--- src/rtl/mic1_uart_pkg.sv ---
// Shared definitions for the MIC-1 serial port: receiver FSM states,
// frame width and the default bit period shared with the transmitter.
package mic1_uart_pkg;

  localparam int UART_DATA_BITS = 8;
  localparam int UART_CLK_DIV   = 104;  // 12 MHz / 115200 baud

  typedef enum logic [2:0] {
    IDLE,
    START,
    DATA,
    STOP,
    BREAK
  } uart_rx_state_t;

endpackage

--- src/rtl/mic1_uart_rx_if.sv ---
// Receive stream between the UART receiver (master) and the SoC serial
// port (slave): valid/ready byte stream plus error pulses.
interface mic1_uart_rx_if;
  import mic1_uart_pkg::*;

  logic [UART_DATA_BITS-1:0] rx_data;
  logic                      rx_valid;
  logic                      rx_ready;
  logic                      frame_err;
  logic                      overrun;

  modport master (
    output rx_data,
    output rx_valid,
    output frame_err,
    output overrun,
    input  rx_ready
  );

  modport slave (
    input  rx_data,
    input  rx_valid,
    input  frame_err,
    input  overrun,
    output rx_ready
  );

endinterface

--- src/rtl/mic1_rx_fifo.sv ---
// Synchronous receive FIFO with a registered head word. The head register
// is refreshed on the same edge as a push into an empty queue or a pop, so
// data appears one cycle after a push and back-to-back pops drain one
// entry per cycle. Pointers carry one extra wrap bit for full/empty.
module mic1_rx_fifo #(
  parameter int DEPTH = 16,
  parameter int WIDTH = 8
) (
  input  logic             clk,
  input  logic             reset,
  input  logic             push,
  input  logic [WIDTH-1:0] din,
  input  logic             pop,
  output logic [WIDTH-1:0] dout,
  output logic             full,
  output logic             empty
);

  localparam int AW = $clog2(DEPTH);

  logic [WIDTH-1:0] mem [DEPTH];
  logic [AW:0]      wr_ptr, rd_ptr, wr_ptr_n, rd_ptr_n;
  logic [WIDTH-1:0] head_q, head_n;
  logic             do_push, do_pop;

  assign empty = (wr_ptr == rd_ptr);
  assign full  = (wr_ptr[AW] != rd_ptr[AW]) && (wr_ptr[AW-1:0] == rd_ptr[AW-1:0]);

  // A push into a full queue is accepted only when the head leaves this cycle.
  assign do_pop  = pop && !empty;
  assign do_push = push && (!full || do_pop);

  assign wr_ptr_n = wr_ptr + (AW+1)'(do_push);
  assign rd_ptr_n = rd_ptr + (AW+1)'(do_pop);

  // Next head word: the incoming byte if it becomes the head, else the stored entry.
  always_comb begin
    head_n = head_q;
    if (rd_ptr_n != wr_ptr_n) begin
      if (rd_ptr_n == wr_ptr) head_n = din;
      else                    head_n = mem[rd_ptr_n[AW-1:0]];
    end
  end

  // Pointer and head register update.
  always_ff @(posedge clk) begin
    if (reset) begin
      wr_ptr <= '0;
      rd_ptr <= '0;
      head_q <= '0;
    end else begin
      wr_ptr <= wr_ptr_n;
      rd_ptr <= rd_ptr_n;
      head_q <= head_n;
    end
  end

  // Storage write port.
  // NOTE: the storage array has no reset; which entries are live is tracked
  // entirely by the pointers, so its contents are never observed before a write.
  always_ff @(posedge clk) begin
    if (do_push) mem[wr_ptr[AW-1:0]] <= din;
  end

  assign dout = head_q;

endmodule

--- src/rtl/mic1_uart_rx.sv ---
// MIC-1 UART receiver: 8N1, LSB first, mid-bit sampling.
// ser_rx -> 2-flop synchroniser -> bit FSM -> byte storage -> valid/ready.
// Storage is a FIFO of FIFO_DEPTH entries when MIC1_UART_RX_FIFO_EN is
// defined, otherwise a single holding register.
module mic1_uart_rx
  import mic1_uart_pkg::*;
#(
  parameter int CLK_DIV    = UART_CLK_DIV,
  parameter int FIFO_DEPTH = 16
) (
  input  logic          clk,
  input  logic          reset,
  input  logic          ser_rx,
  mic1_uart_rx_if.master rx
);

  localparam int CW = $clog2(CLK_DIV);
  localparam int IW = $clog2(UART_DATA_BITS);
  localparam logic [CW-1:0] HALF_LOAD = CW'(CLK_DIV / 2 - 1);
  localparam logic [CW-1:0] FULL_LOAD = CW'(CLK_DIV - 1);
  localparam logic [IW-1:0] LAST_BIT  = IW'(UART_DATA_BITS - 1);

  logic sync_q, rx_s;

  uart_rx_state_t            state_q, state_n;
  logic [CW-1:0]             cnt_q, cnt_n;
  logic [IW-1:0]             idx_q, idx_n;
  logic [UART_DATA_BITS-1:0] shreg_q, shreg_n;
  logic                      byte_done, stop_bad;

  logic                      pop, store_full;
  logic                      frame_err_q, overrun_q;
  logic [UART_DATA_BITS-1:0] head_data;
  logic                      head_valid;

  // Two-flop synchroniser on the pad; idles high so reset does not look like a start bit.
  // NOTE: non-blocking assignments make each stage capture the pre-edge value,
  // so the two flops stay two distinct pipeline stages.
  always_ff @(posedge clk) begin
    if (reset) begin
      sync_q <= 1'b1;
      rx_s   <= 1'b1;
    end else begin
      sync_q <= ser_rx;
      rx_s   <= sync_q;
    end
  end

  // FSM and bit datapath registers.
  always_ff @(posedge clk) begin
    if (reset) begin
      state_q <= IDLE;
      cnt_q   <= '0;
      idx_q   <= '0;
      shreg_q <= '0;
    end else begin
      state_q <= state_n;
      cnt_q   <= cnt_n;
      idx_q   <= idx_n;
      shreg_q <= shreg_n;
    end
  end

  // Next-state logic: count down to each mid-bit sample point.
  // NOTE: every signal gets its default before the case, so no branch
  // leaves a value unassigned and no latch is inferred.
  always_comb begin
    state_n   = state_q;
    cnt_n     = cnt_q;
    idx_n     = idx_q;
    shreg_n   = shreg_q;
    byte_done = 1'b0;
    stop_bad  = 1'b0;
    unique case (state_q)
      IDLE: begin
        if (!rx_s) begin
          cnt_n   = HALF_LOAD;
          state_n = START;
        end
      end
      START: begin
        if (cnt_q == '0) begin
          if (rx_s) begin
            state_n = IDLE;  // too short to be a start bit
          end else begin
            cnt_n   = FULL_LOAD;
            idx_n   = '0;
            state_n = DATA;
          end
        end else begin
          cnt_n = cnt_q - CW'(1);
        end
      end
      DATA: begin
        if (cnt_q == '0) begin
          shreg_n[idx_q] = rx_s;
          cnt_n          = FULL_LOAD;
          if (idx_q == LAST_BIT) state_n = STOP;
          else                   idx_n   = idx_q + IW'(1);
        end else begin
          cnt_n = cnt_q - CW'(1);
        end
      end
      STOP: begin
        if (cnt_q == '0) begin
          if (rx_s) begin
            byte_done = 1'b1;
            state_n   = IDLE;
          end else begin
            stop_bad = 1'b1;
            state_n  = BREAK;
          end
        end else begin
          cnt_n = cnt_q - CW'(1);
        end
      end
      BREAK: begin
        if (rx_s) state_n = IDLE;  // wait out a held-low line
      end
      default: state_n = IDLE;
    endcase
  end

  assign pop = head_valid && rx.rx_ready;

`ifdef MIC1_UART_RX_FIFO_EN
  logic fifo_full, fifo_empty;

  mic1_rx_fifo #(
    .DEPTH (FIFO_DEPTH),
    .WIDTH (UART_DATA_BITS)
  ) u_fifo (
    .clk   (clk),
    .reset (reset),
    .push  (byte_done),
    .din   (shreg_q),
    .pop   (pop),
    .dout  (head_data),
    .full  (fifo_full),
    .empty (fifo_empty)
  );

  assign head_valid = !fifo_empty;
  assign store_full = fifo_full;
`else
  logic                      hold_valid;
  logic [UART_DATA_BITS-1:0] hold_data;

  // Single-entry holding register; a push may replace a byte leaving this cycle.
  always_ff @(posedge clk) begin
    if (reset) begin
      hold_valid <= 1'b0;
      hold_data  <= '0;
    end else if (byte_done && (!hold_valid || pop)) begin
      hold_valid <= 1'b1;
      hold_data  <= shreg_q;
    end else if (pop) begin
      hold_valid <= 1'b0;
    end
  end

  assign head_valid = hold_valid;
  assign head_data  = hold_data;
  assign store_full = hold_valid;
`endif

  // Error pulses, one cycle after the stop-bit sample.
  always_ff @(posedge clk) begin
    if (reset) begin
      frame_err_q <= 1'b0;
      overrun_q   <= 1'b0;
    end else begin
      frame_err_q <= stop_bad;
      overrun_q   <= byte_done && store_full && !pop;
    end
  end

  assign rx.rx_valid  = head_valid;
  assign rx.rx_data   = head_data;
  assign rx.frame_err = frame_err_q;
  assign rx.overrun   = overrun_q;

endmodule

--- src/flat_wrapper.sv ---
// flat-port wrapper written by rule: the top's interface ports become plain ports
module mic1_uart_rx_flat import mic1_uart_pkg::*;
#(
  parameter int CLK_DIV    = UART_CLK_DIV,
  parameter int FIFO_DEPTH = 16
)
  (clk, reset, ser_rx, rx_rx_data, rx_rx_valid, rx_frame_err, rx_overrun, rx_rx_ready);
  mic1_uart_rx_if rx_i ();
  input  logic clk;
  input  logic reset;
  input  logic ser_rx;
  output wire logic [$bits(rx_i.rx_data)-1:0] rx_rx_data;
  output wire logic [$bits(rx_i.rx_valid)-1:0] rx_rx_valid;
  output wire logic [$bits(rx_i.frame_err)-1:0] rx_frame_err;
  output wire logic [$bits(rx_i.overrun)-1:0] rx_overrun;
  input wire logic [$bits(rx_i.rx_ready)-1:0] rx_rx_ready;
  assign rx_rx_data = rx_i.rx_data;
  assign rx_rx_valid = rx_i.rx_valid;
  assign rx_frame_err = rx_i.frame_err;
  assign rx_overrun = rx_i.overrun;
  assign rx_i.rx_ready = rx_rx_ready;
  mic1_uart_rx #(.CLK_DIV(CLK_DIV), .FIFO_DEPTH(FIFO_DEPTH)) u_core (.clk(clk), .reset(reset), .ser_rx(ser_rx), .rx(rx_i));
endmodule
--- config.mk ---
export PLATFORM = sky130hd
export DESIGN_NAME = mic1_uart_rx_flat
export DESIGN_NICKNAME = d
export VERILOG_FILES = /design/src/rtl/mic1_uart_pkg.sv /design/src/rtl/mic1_uart_rx_if.sv /design/src/rtl/mic1_rx_fifo.sv /design/src/rtl/mic1_uart_rx.sv /design/src/flat_wrapper.sv
export SDC_FILE = /design/constraint.sdc
export NUM_CORES = 1
export LEC_CHECK = 0
export CORE_AREA = 2 2 80 90
export CTS_CLUSTER_DIAMETER = 50
export DETAILED_ROUTE_END_ITERATION = 16
export DIE_AREA = 0 0 82 92
export GPL_ROUTABILITY_DRIVEN = 1
export GPL_TIMING_DRIVEN = 0
export PLACE_DENSITY = 0.48
export RECOVER_POWER = 100
export SKIP_CTS_REPAIR_TIMING = 1
export SLEW_MARGIN = 20
export SYNTH_ARGS = -nofsm -noshare
export SYNTH_HDL_FRONTEND = slang
export SYNTH_SLANG_ARGS = --single-unit
export TNS_END_PERCENT = 50
--- constraint.sdc ---
create_clock -name clk -period 4.7 [get_ports clk]
set_input_delay 1.175 -clock clk [delete_from_list [all_inputs] [get_ports clk]]
set_output_delay 1.175 -clock clk [all_outputs]
set_load 0.1 [all_outputs]
### Word-level counts from Yosys, hierarchy flattened

Cells that the tools add are included.
Widths: inputs -> output; s select.

* flip-flop bits (word level): 34
* input bits: 4
* output and inout bits: 11
* logic and storage cells: 78

* add/sub/neg operators: 2
* order comparisons: 2
* eq/ne operators: 15
* muxes and demuxes: 29
* bitwise operators: 2
* reduce and logical (&&, ||, !) cells: 18

Operators with widths (count)
* $mux 7: 5
* $mux 3: 11
* $pmux 7 s4: 1
* $pmux 3 s5: 1
* $ne 2x1->1 const B: 5
* $bwmux 8: 1
* $ne 2x2->1 const B: 4
* $logic_not 7->1: 1
* $mux 1: 7
* $sub 7x1->7 const B: 1
* $eq 3x2->1 const B: 2
* $eq 3x3->1 const B: 2
* $pmux 3 s2: 1
* $reduce_and 6->1: 1
* $logic_and 1x1->1: 5
* $reduce_and 5->1: 1
* $lt 3x4->1 const B: 1
* $reduce_and 4->1: 1
* $reduce_bool 2->1: 2
* $reduce_bool 4->1: 1
* $add 3x1->3 const B: 1
* $demux 1 s3: 1
* $eq 3x1->1 const B: 1
* $ge 3x1->1 const B: 1
* other kinds (8): 10

### Longest topological paths before layout

Gate-level depths: netlist of run 1.

* word-level depth: 5
* depth in mapped cells: 8
* mapped depth without buffers: 6

### Worst setup path before layout of run 1

OpenSTA, ideal clock, no wires.

* path kind: reg2reg
* start: register u_core.idx_q[1]
* end: register u_core.idx_q[0]
* setup time: 0.071 ns
* arrival: 2.059 ns
* data required time: 4.629 ns
* setup slack: 2.570 ns
* stages on the path, launching flop included: 7
* path buffers: 0
* clock period less this slack: 2.130 ns
* cells stage by stage: dfxtp_1 ha_1 ha_1 or3b_1 a2111o_1 or4_1 a21oi_1

* word-level cells in the longest chain between the ends: 3

Ends and longest elaborated chain
* start: declaration: line mic1_uart_rx.sv:27 `logic [IW-1:0] idx_q, idx_n;`
* start signal: assignment: line mic1_uart_rx.sv:59 `idx_q <= idx_n;`
* $eq 3x3->1: line mic1_uart_rx.sv:98 `if (idx_q == LAST_BIT) state_n = STOP;`
* $ne 2x2->1 (no source line)
* $reduce_and 5->1 (no source line)

Every way passes these cells.
A chain may end at the register's enable or synchronous reset.

### Worst setup path after layout of run 1

* start: register u_core.hold_data[0] (netlist: u_core.rx.rx_data[0])
* end: output rx_rx_data[0]

RTL lines
* start: declaration: line mic1_uart_rx.sv:147 `logic [UART_DATA_BITS-1:0] hold_data;`
* start signal: assignment: line mic1_uart_rx.sv:156 `hold_data <= shreg_q;`
* end: declaration: line flat_wrapper.sv:12 `output wire logic [$bits(rx_i.rx_data)-1:0] rx_rx_data;`

No word-level cell between the ends.

==> results of run 1 <==
[through the flow]
step	hold slack, ns	std cells	worst slack, ns	total power, W	utilization (%)
floorplan	0.389	179	2.57	0.000358	-
global placement	0.394	277	1.94	0.000377	27.8
detailed placement	0.393	277	1.96	0.000377	27.8
CTS	0.410	285	1.75	0.000605	29.2
global route	0.434	285	1.66	0.000626	29.1
finish	0.409	285	1.70	0.000594	29.1
[sequential cells by signal (all words and copies together) (netlist names)]
| signal | flops |
|---|---|
| u_core.rx.rx_data | 8 |
| u_core.shreg_q | 8 |
| u_core.cnt_q | 7 |
| u_core.idx_q | 3 |
| u_core.state_q | 3 |
| u_core.rx.frame_err | 1 |
| u_core.rx.overrun | 1 |
| u_core.rx.rx_valid | 1 |
| u_core.rx_s | 1 |
| u_core.sync_q | 1 |
[placed cells by master, fill, tap and decap left out, types with 2 or more instances in the layout]
cell	n
nor2b_1	2
or3_1	2
nand2_1	3
and3_1	2
nand2b_1	4
nand3_1	2
clkbuf_1	12
nor3b_1	5
dlygate4sd3_1	12
and3b_1	3
o21a_1	3
nor4b_1	2
nor2_1	25
clkbuf_8	6
and2_0	2
or2_2	3
or4_1	2
a211oi_1	2
inv_1	2
a21oi_1	8
mux2i_1	20
nor3_1	8
ha_1	3
dfxtp_1	34
nand4_1	8
[final cells by class]
class	instances	area (um^2)
repair buffers	13	130
inverters	2	7.51
multi-input cells	129	880
well taps	85	106
flip-flops and latches	34	681
clock buffers	6	82.6
plain buffers	14	60.1
clock inverters	2	12.5
fillers	747	4770
[kinds of logic (layout without fill, tap and decap cells)]
| group | count (synthesis) | in the layout | share of synthesized area (%) |
|---|---|---|---|
| adder cells (fa/ha/maj) | 3 | 3 | 2.30 |
| multiplexers | 20 | 20 | 12.3 |
| flip-flops | 34 | 34 | 41.7 |
| AO/OA/AOI/OAI | 26 | 26 | 11.4 |
| AND/OR/NAND/NOR | 79 | 79 | 27.4 |
| buffers and inverters | 16 | 37 | 4.30 |
| XOR/XNOR | 1 | 1 | 0.537 |
[routing by layer]
layer	share of wire, %	GRT usage [%]	up-vias	routed length (um)
li1	-	-	685	-
met1	49	14.6	610	1720
met2	47	16.7	14	1670
met3	2.9	3.15	8	103
met4	1.3	3.33	0	47
met5	0	0	-	0
[how the worst max path moves through the flow]
stage | start | endpoint | slack, ns | cells after the start
2_1_floorplan | u_core.idx_q[1] | u_core.idx_q[0] | 2.57 | 6
3_3_place_gp | rx_rx_ready | u_core.rx.rx_data[6] | 1.94 | 6
3_5_place_dp | rx_rx_ready | u_core.rx.rx_data[0] | 1.96 | 6
4_1_cts | u_core.rx.rx_data[5] | rx_rx_data[5] | 1.75 | 1
5_1_grt | u_core.rx.rx_data[0] | rx_rx_data[0] | 1.66 | 1
6_report | u_core.rx.rx_data[0] | rx_rx_data[0] | 1.70 | 1
[worst register-to-register path: stages (launching register included)]
cell      delay (ns)
dfxtp_1         0.34
inv_1           0.07
ha_1            0.22
or4b_1          0.45
clkbuf_1        0.19
nor4b_1         0.30
clkbuf_1        0.51
mux2i_1         0.27
nor2_1          0.05
[power by group through the flow]
| stage | Combinational (W) | Clock, W | Sequential, W |
|---|---|---|---|
| after floorplan | 0.0000530 | 0 | 0.000305 |
| after global placement | 0.0000711 | 0 | 0.000306 |
| after detailed placement | 0.0000708 | 0 | 0.000306 |
| after CTS | 0.0000707 | 0.000235 | 0.000300 |
| after global routing | 0.0000780 | 0.000248 | 0.000301 |
| final | 0.0000690 | 0.000225 | 0.000300 |
==> impl_metrics.ini, run 1 <==
[run_status]
status = complete, no violations

[logic_synthesis]
synth_edf_count = 0
synth.area.top_cells = dfxtp_1, mux2i_1, nor2_1
synth_top_cells_by_count = dfxtp_1, nor2_1, mux2i_1
synth_cells = 179
yosys_most_used_dff = dfxtp_1
avgSynthCellArea_um2 = 9.11
synth_warnings = 0
synth_area_um2 = 1630
synth_largest_area_cell = dfxtp_1
ys_types = 47
synth_top_cell_area_share_pct = 41.7
async_flop_share_pct = 0
ys_seq_area_share_pct = 41.7
synth.most_common_cell = dfxtp_1
syn_nets = 186
synth-seq-cells = 34

[sta]
slew_headroom_pct = 31.4
fin_setup_tns_ns = 0
worstMarginPinSlew_ns = 1.03
finalHoldViolCount = 0
setup_violations = 0
rsz0062_at_grt = no
drv_slew = 0
min_period_over_period_pct = 63.9
min_period_ns = 3.00
skew_ns = 0.00481
fmax_mhz = 333

[drt]
wirelength_um = 3540
first_pass_iters = 7
drc = 0
routedWlPerCell_um = 12.4
via_count = 1317
ant_nets = 0
viasPerCell = 4.62
drt_iter0_drc = 44

[clock_network]
htree_num_levels = 2
root_buffer = clkbuf_8
cts_buffers = 5
cts_sinks = 34
ctsLongestPathBuffers = 2
clk-insertion-delay-late_ns = 0.28
clkTransAtPathRegs_ns = 0.07
cts_tree = done

[power_and_ir_drop]
power_frac_comb_pct = 11.6
power_density_nw_per_um2 = 303
swShare_pct = 26.5
peakVddDrop_v = 0.000152
clockPowerShare_pct = 38.0
seqPwrFrac_pct = 50.4
p_leak_nw = 0.805
internal-power_w = 0.000437
power_switching_w = 0.000157

[worst_setup_path]
cpLargestDelayFamily = buffers and inverters
rr_endpoint = u_core.rx.rx_data[6]
required_ns = 3.52
worstPathArrival_ns = 1.83
worstSetupStartpointType = flop
path_class = reg -> out
reg2regPathDepth = 8
path_cells = dlygate4sd3_1
path_max_fanout = 2
endpoint_kind = primary output
cp_slowest_stage_delay_ns = 1.20
reg2reg_slack_ns = 2.18
slowest_stage = dlygate4sd3_1
crit_buf_inv = 1
r2r-start = u_core.cnt_q[0]

[floorplanning]
start_util_pct = 24.2
dieHeight_um = 92
num_io_pins = 15
dieArea_um2 = 7540
die_x_um = 82
core_um2 = 6730
rows = 32

[cells_and_area]
antennaDiodeCount = 0
area_growth_pct = 20.2
nNetsFinal = 206
drive_gt1_share_pct = 7.00
design_area_um2 = 1960

[global_route]
grt-ovfl-total = 0
grt_pass1_wl_um = 6360
grt_pass1_vias = 1347
grt_antenna_before_repair = 0
grt_max_degree = 12
grt.total_usage_pct = 10.9

[placed_design]
portBuffers = 13
dp_hpwl_um = 2520
place_congestion = 0.791
place_area_um2 = 1870

[hold_path]
hold_depth = 1
hp-start = u_core.sync_q
hold_path.class = reg -> reg
hold_end = u_core.rx_s

[run]
cap_viol_max_count = 0
Note: power is estimated with default switching activity, not from simulation.
==> run 2, diff against run 1 <==
==> constraint.sdc (replaced) <==
create_clock -name clk -period 3.1 [get_ports clk]
set_input_delay 0.775 -clock clk [delete_from_list [all_inputs] [get_ports clk]]
set_output_delay 0.775 -clock clk [all_outputs]
set_load 0.1 [all_outputs]
==> impl_metrics.ini, run 2 (synthesis gave the netlist of run 1 again) <==
[run_status]
status = complete, no violations

[sta]
worstMarginPinSlew_ns = 1.03
rsz0062_at_grt = no
slew_headroom_pct = 31.4
fmax_mhz = 384
hold_ws_ns = 0.409
drv_slew = 0
setup_violations = 0
fin_setup_tns_ns = 0
min_period_over_period_pct = 83.9
finalHoldViolCount = 0
skew_ns = 0.00481
min_period_ns = 2.60

[run]
cap_viol_max_count = 0

[worst_setup_path]
endpoint_kind = primary output
cp_slowest_stage_delay_ns = 1.20
worstPathArrival_ns = 1.83
path_max_fanout = 2
slowest_stage = dlygate4sd3_1
required_ns = 2.32
path_cells = dlygate4sd3_1
crit_buf_inv = 1
cpLargestDelayFamily = buffers and inverters
worstSetupStartpointType = flop
path_class = reg -> out

[floorplanning]
die_x_um = 82
dieArea_um2 = 7540
rows = 32
start_util_pct = 24.2
dieHeight_um = 92
num_io_pins = 15
core_um2 = 6730

[drt]
drc = 0
via_count = 1317
wirelength_um = 3540
ant_nets = 0
viasPerCell = 4.62
drt_iter0_drc = 44
routedWlPerCell_um = 12.4
first_pass_iters = 7

[global_route]
grt.total_usage_pct = 10.9
grt_pass1_vias = 1347
grt-ovfl-total = 0
grt_pass1_wl_um = 6360
grt_antenna_before_repair = 0
grt_max_degree = 12

[power_and_ir_drop]
internal-power_w = 0.000663
clockPowerShare_pct = 37.9
peakVddDrop_v = 0.000231
p_leak_nw = 0.804
power_frac_comb_pct = 11.6
seqPwrFrac_pct = 50.4
swShare_pct = 26.5
power_density_nw_per_um2 = 460
power_switching_w = 0.000238

[cells_and_area]
area_growth_pct = 20.2
final_common_cell = dfxtp_1
final_cell_mix = dfxtp_1, nor2_1, mux2i_1
seqCellArea_um2 = 681
fillers = 747
antennaDiodeCount = 0
multiInputGateArea_um2 = 880
nNetsFinal = 206
drive_gt1_share_pct = 7.00

[clock_network]
cts_sinks = 34
cts_tree = done
htree_num_levels = 2
clkTransAtPathRegs_ns = 0.07
clk-insertion-delay-late_ns = 0.28
root_buffer = clkbuf_8
cts_buffers = 5
ctsLongestPathBuffers = 2

[hold_path]
hold_path.class = reg -> reg

[placed_design]
portBuffers = 13
dp_hpwl_um = 2520
place_congestion = 0.791
==> run 2: final timing paths <==
kind | startpoint | endpoint | slack [ns] | cells past startpoint
worst max-delay path | u_core.rx.rx_data[0] | rx_rx_data[0] | 0.50 | 1
worst min-delay path | u_core.sync_q | u_core.rx_s | 0.41 | 1
worst max register to register | u_core.cnt_q[0] | u_core.rx.rx_data[6] | 0.58 | 8
worst min register to register | u_core.sync_q | u_core.rx_s | 0.41 | 1
==> run 2: layer usage <==
layer,wire (um),share of wire (%),vias to the layer above,GRT usage (%)
met5,0,0,-,0
met4,47,1.3,0,3.33
met3,103,2.9,8,3.15
met2,1670,47,14,16.7
met1,1720,49,610,14.6
li1,-,-,685,-
==> run 2: final cells by class <==
class	count	share of cell area, %
Inverter	2	0.383
Timing Repair Buffer	13	6.64
Multi-Input combinational cell	129	44.9
Clock buffer	6	4.21
Buffer	14	3.07
Clock inverter	2	0.639
Sequential cell	34	34.7
Tap cell	85	5.43
==> run 2: through the flow <==
stage               instances  util (%)  area, um^2  setup WS (ns)  power [W]
floorplan                 179         -        1630          0.970   0.000543
global placement          277      27.8        1870          0.738   0.000572
detailed placement        277      27.8        1870          0.762   0.000572
CTS                       285      29.2        1960          0.549   0.000918
global route              285      29.1        1960          0.309   0.000950
finish                    285      29.1        1960          0.498   0.000901
==> run 2: power by group through the flow <==
stage	combinational [W]	clock, W	sequential [W]
4_1_cts	0.000107	0.000357	0.000454
5_1_grt	0.000118	0.000376	0.000456
2_1_floorplan	0.0000803	0	0.000462
3_5_place_dp	0.000107	0	0.000464
3_3_place_gp	0.000108	0	0.000464
6_report	0.000105	0.000342	0.000454
==> patch: new RTL, flow settings as in run 2 <==
`UART_CLK_DIV`: 104 -> 52.
--- a/src/rtl/mic1_uart_pkg.sv
+++ b/src/rtl/mic1_uart_pkg.sv
@@ -4,5 +4,5 @@
 
   localparam int UART_DATA_BITS = 8;
-  localparam int UART_CLK_DIV   = 104;  // 12 MHz / 115200 baud
+  localparam int UART_CLK_DIV   = 52;  // 12 MHz / 115200 baud
 
   typedef enum logic [2:0] {
Function: same outputs for any inputs over 10 cycles, from zero or initial values and one cycle with reset high; that may be too few to reach the edited logic, so the function may still have changed.
==> patch against run 2 <==
Synthesized area is 2.2% higher; setup slack improved by 1.5 ps; sequential cell count fell by 1; final area increased by 1.9%; routed wire length increased by 10%; non-clock buffer count grew 3; highest routed layer unchanged; largest cell class unchanged; power grew 18%; cell count up 3.9%.
==> patch: results (changes against run 2) <==
first-pass GRT wire length 6886 um (+8.3%); status completed; Syn Inst Count 189 (+5.6%); fin nets 217 (+5.3%); P_leak 0.6885 nW (-14%); drt first pass iters 4 (-3); Place WS 525.4 ps (-236.8 ps); GR Util All Layers 11.89% (+1.0 points); CP Launch Point u_core.rx.rx_valid; initial drt markers 125 (+180%); layout cell share with drive strength beyond 1 6.635% (-0.36 points); Netlist cell types 50 (+6.4%); vias in the first global route 1428 (+6.0%); hpwl dp 2769 um (+9.9%); post-synthesis sequential area ratio 39.64% (-2.1 points); measured slew at the worst slew-check pin 977.0 ps (-49.83 ps); worst-path maximum fanout 3 (+1); Final GP Congestion 0.7962 (+0.63%); I/O Buffers 14 (+1); Cells after DPL 288 (+4.0%); Area contributors post-synth dfxtp_1 (40%), a21oi_1 (5.4%), o21ai_0 (4.2%); final clock skew 8.762 ps (+3.954 ps); vias per cell 4.990 (+8.0%); syn_nets 196 (+5.4%); via count 1477 (+12%)
## patch: cell types whose count changed after synthesis, sizes merged, moves of 4 or more
cell	delta
nor2	-18
a21oi	+10
nand2b	+7
o21ai	+13
mux2i	-14
nand3	+9
nand4	-4
## patch: cell type report
cell class	instances	area, sq um
Fill cell	751	4731
Multi-Input combinational cell	136	879.6
Sequential cell	33	660.6
Timing Repair Buffer	14	140.1
Tap cell	85	106.4
Clock buffer	5	68.82
Clock inverter	3	65.06
Buffer	16	60.06
Inverter	4	15.01
## patch: kinds of logic after synthesis
logic type / synth area share, %
simple gates: 25.83
compound gates: 22.60
mux: 4.279
buf+inv: 5.405
fa+ha+maj: 2.252
flops: 39.64
## patch: final timing paths
check,cells past startpoint,end,slack [ps]
hold / removal,1,u_core.rx_s,410
setup reg to reg,8,u_core.shreg_q[4],530
setup / recovery,1,rx_rx_valid,500
hold reg to reg,1,u_core.rx_s,410
## patch: report_power, final
| group | internal [mW] | switching, mW |
|---|---|---|
| combinational | 0.0524 | 0.0831 |
| sequential | 0.434 | 0.0131 |
| clock | 0.319 | 0.162 |
## patch: per-layer routing
metal / part of all wire (%) / wire, um / GRT usage, %
met4: 2.4 / 94 / 5.694
met1: 49 / 1906 / 15.62
met2: 46 / 1771 / 17.82
met5: 0 / 0 / 0
met3: 3.1 / 120 / 3.150
## patch: stage by stage
step / cell area [sq um] / hold slack [ps]
2_1_floorplan: 1667 / 389.5
4_1_cts: 2047 / 413.8
5_1_grt: 1996 / 437.9
6_report: 1996 / 410.2
3_5_place_dp: 1913 / 397.2
3_3_place_gp: 1913 / 393.0
